--- src/rtl/me_stage.sv ---
// Memory-access pipeline stage: latches the execute payload, picks the ALU result or SRAM
// read data, keeps a stalled load's read data, and feeds forwarding back to decode.
module me_stage #(
    parameter int EX_BUS_W = 71,
    parameter int WB_BUS_W = 70
) (
    input  logic                clk,
    input  logic                reset,
    input  logic                EX_to_ME_Valid,
    input  logic [EX_BUS_W-1:0] EX_to_ME_Bus,
    output logic                ME_Allow_in,
    input  logic [31:0]         data_sram_rdata,
    output logic                ME_to_WB_Valid,
    input  logic                WB_Allow_in,
    output logic [WB_BUS_W-1:0] ME_to_WB_Bus,
    output logic [4:0]          ME_dest,
    output logic [31:0]         ME_Forward_Res
);

    logic                me_valid_reg;
    logic [EX_BUS_W-1:0] payload_reg;
    logic                first_cyc_reg;
    logic                rbuf_valid_reg;
    logic [31:0]         rbuf_reg;

    logic [31:0] pc;
    logic [31:0] alu_result;
    logic        res_from_mem;
    logic        gr_we;
    logic [4:0]  dest;
    logic [31:0] final_result;
    logic        me_ready_go;
    logic        capture;

    assign pc           = payload_reg[70:39];
    assign alu_result   = payload_reg[38:7];
    assign res_from_mem = payload_reg[6];
    assign gr_we        = payload_reg[5];
    assign dest         = payload_reg[4:0];

    assign me_ready_go    = 1'b1;
    assign ME_Allow_in    = !me_valid_reg || (me_ready_go && WB_Allow_in);
    assign ME_to_WB_Valid = me_valid_reg && me_ready_go;

    // SRAM data lasts only one cycle, so a load that cannot leave in its first cycle keeps it here.
    assign capture = me_valid_reg && first_cyc_reg && res_from_mem && !WB_Allow_in;

    always_ff @(posedge clk or posedge reset) begin
        if (reset) begin
            me_valid_reg   <= 1'b0;
            payload_reg    <= '0;
            first_cyc_reg  <= 1'b0;
            rbuf_valid_reg <= 1'b0;
            rbuf_reg       <= '0;
        end else begin
            if (ME_Allow_in) begin
                me_valid_reg <= EX_to_ME_Valid;
                if (EX_to_ME_Valid) begin
                    payload_reg    <= EX_to_ME_Bus;
                    first_cyc_reg  <= 1'b1;
                    rbuf_valid_reg <= 1'b0;
                end
            end else begin
                first_cyc_reg <= 1'b0;
            end
            if (capture) begin
                rbuf_reg       <= data_sram_rdata;
                rbuf_valid_reg <= 1'b1;
            end
        end
    end

    always_comb begin
        final_result = alu_result;
        if (res_from_mem) begin
            final_result = rbuf_valid_reg ? rbuf_reg : data_sram_rdata;
        end
    end

    assign ME_to_WB_Bus   = {pc, final_result, gr_we, dest};
    assign ME_Forward_Res = final_result;

    for (genvar gi = 0; gi < 5; gi++) begin : g_dest
        assign ME_dest[gi] = dest[gi] & me_valid_reg;
    end

    // A held load past its first cycle must be served from the capture register.
    a_load_has_data: assert property (@(posedge clk) disable iff (reset)
        !(me_valid_reg && res_from_mem && !first_cyc_reg && !rbuf_valid_reg));

endmodule

--- config.mk ---
export PLATFORM = sky130hd
export DESIGN_NAME = me_stage
export DESIGN_NICKNAME = d
export VERILOG_FILES = /design/src/rtl/me_stage.sv
export SDC_FILE = /design/constraint.sdc
export NUM_CORES = 1
export LEC_CHECK = 0
export BUFFER_PORTS_ARGS = -buffer_cell sky130_fd_sc_hd__buf_2
export CORE_MARGIN = 10
export CORE_UTILIZATION = 30
export DETAILED_ROUTE_END_ITERATION = 7
export PLACE_DENSITY = 0.55
export SLEW_MARGIN = 30
export SYNTH_ARGS = -nofsm -noshare
export SYNTH_HDL_FRONTEND = slang
export SYNTH_SLANG_ARGS = --single-unit
--- constraint.sdc ---
create_clock -name clk -period 6.05 [get_ports clk]
set_input_delay 0.9075 -clock clk [delete_from_list [all_inputs] [get_ports clk]]
set_output_delay 0.9075 -clock clk [all_outputs]
set_load 0.005 [all_outputs]
==> impl_metrics.toml <==
[critical_path]
critPathLaunchType = "flop"
setup.worst_path.start = "rbuf_valid_reg"
path_class = "reg -> out"
reg2reg_to = "rbuf_reg[22]"
timing.reg2reg.setup_slack_ns = 3.87
ff2ff_path_depth = 2
end_kind = "primary output"
required_ns = 5.14
worstPathArrival_ns = 2.02
crit_path_max_fanout = 33
worstReg2RegStart = "payload_reg[6]"

[routing]
dr_total_vias = 3376
drt_pre_antenna_iters = 4
route.detailed.drc = 0
detail-route-antenna-nets = 0
wirelength_mm = 13.0
vias_per_cell = 4.34
drt-initial-drc-count = 82
wl_per_cell_um = 16.7

[timing]
layout_min_cycle_time_ns = 2.92
drv_slew = 0
fin_skew_ns = 0.00451
hold_viol = 0
rsz0062_at_grt = "no"
fmax_mhz = 342
finalSetupViolations = 0
worst_slew_pin_slew_ns = 0.945
finalSetupTns_ns = 0
relSlewSlack = 0.370
finalCritPeriodShare = 0.483

[cells_and_area]
nFillCells = 1736
final_common_cell = "buf_2"
design_area_um2 = 6350
nNetsFinal = 653
layout-drive-gt1-share = 0.595
layout_common_cells = "buf_2, dfrtp_1, mux2_2, nor2_1"
largest_reg_flops = 71
area_growth_pct = 19.3

[pwr]
finalPower_uw = 2170
power_density_nw_per_um2 = 341
power_leakage_uw = 0.00310
ir_drop_mv = 0.192

[synthesis]
syn_nets = 517
yosys.area.top_type_share = 0.498
ys_warn_count = 0
netlist_area_um2 = 5320
yosysUniqueCellTypes = 20
ys_seq_area_frac = 0.498
synth_area_leaders = "dfrtp_1, mux2_2, buf_4"
syn_inst = 410
syn_area_per_cell_um2 = 13.0
synth_area_leader_cell = "dfrtp_1"
ys_ff_latch = 106

[hold_path]
hold_class = "reg -> reg"
holdPathStages = 1
hold_start = "payload_reg[68]"
hold_end = "payload_reg[68]"

[floorplan]
rows = 48
die_y_um = 153
ios = 216
die_x_um = 153
die_area_um2 = 23500
core_area_um2 = 17400
start_util = 0.307

[clocking]
cts.sinks = 106
holdBufCountCts = 0
clk_latency_ns = 0.35
root_buffer = "clkbuf_16"
cts_made_buffers = 9
tritoncts = "yes"
post-cts-setup-buffer-count = 0
cts.htree.levels = 3
cts.path.max_buffers = 2
path_clk_slew_ns = 0.07
ctsResizeCount = 0

[grt]
gr-total-overflow = 0
grt_pass1_wl_mm = 20.8
antenna_found_initial = 2
track_usage = 0.109
grt_max_degree = 73
grt_pass1_vias = 3864

[placement]
place_area_um2 = 6010
gp_congestion = 0.753
io_buffers = 215
dp_hpwl_mm = 9.68

[run_status]
status = "completed"

[job]
maxCapViolations = 0
==> critical path, stage by stage, from the launching register on <==
cell and delay [ns]:
dfrtp_2 0.99, mux2i_1 0.16, a21oi_1 0.32, buf_2 0.18
==> synthesized netlist by cell type <==
cell type,n
nor2_1,34
and2_1,5
buf_4,70
buf_2,5
mux2_4,29
buf_1,4
nand2_8,1
inv_1,1
a21bo_2,1
nor2b_4,1
inv_2,1
mux2i_1,32
a21oi_1,32
nand3_4,1
dfrtp_1,106
nand2b_1,1
mux2_1,14
clkbuf_1,2
mux2_2,60
buf_6,10
==> power breakdown <==
part           total [uW]  internal (uW)  switching, uW
Sequential            973            858            114
Combinational         536            326            210
Clock                 656            403            254
==> cells by family (layout without fill, tap and decap cells) <==
| family | after synthesis | count (layout) | synth area share |
|---|---|---|---|
| multiplexers | 135 | 135 | 0.299 |
| other | 0 | 1 | 0 |
| AND/OR/NAND/NOR | 43 | 43 | 0.0407 |
| AO/OA/AOI/OAI | 33 | 33 | 0.0320 |
| buffers and inverters | 93 | 234 | 0.130 |
| flip-flops | 106 | 106 | 0.498 |
==> layout make-up <==
class / count / area [um2] / area share
Sequential cell: 106 / 2660 / 0.419
Multi-Input combinational cell: 211 / 1980 / 0.311
Timing Repair Buffer: 216 / 1080 / 0.171
Tap cell: 225 / 282 / 0.0444
Clock buffer: 10 / 229 / 0.0361
Clock inverter: 6 / 105 / 0.0166
Inverter: 2 / 12.5 / 0.00197
Antenna cell: 1 / 2.50 / 0.000394
==> how the worst max path moves through the flow <==
stage,to,slack (ns),cells after the start
final,ME_to_WB_Bus[32],3.13,3
after detailed placement,ME_to_WB_Bus[32],3.45,3
after global placement,ME_Forward_Res[26],3.50,3
after CTS,ME_to_WB_Bus[32],3.05,3
after floorplan,ME_to_WB_Valid,2.35,1
after global routing,ME_Forward_Res[31],2.98,3
==> through the flow <==
step,cells,util,hold WS (ns),worst slack (ns)
finish,777,0.366,0.494,3.13
global route,777,0.366,0.509,2.98
CTS,776,0.365,0.497,3.05
detailed placement,760,0.346,0.480,3.45
global placement,760,0.346,0.473,3.50
floorplan,410,-,0.465,2.35
==> routing by layer <==
layer	track usage	routed length (um)
met5	0	0
met4	0.0332	182
met3	0.0525	1210
met2	0.189	6500
met1	0.114	5110
Power figures use the tool's default switching activity.
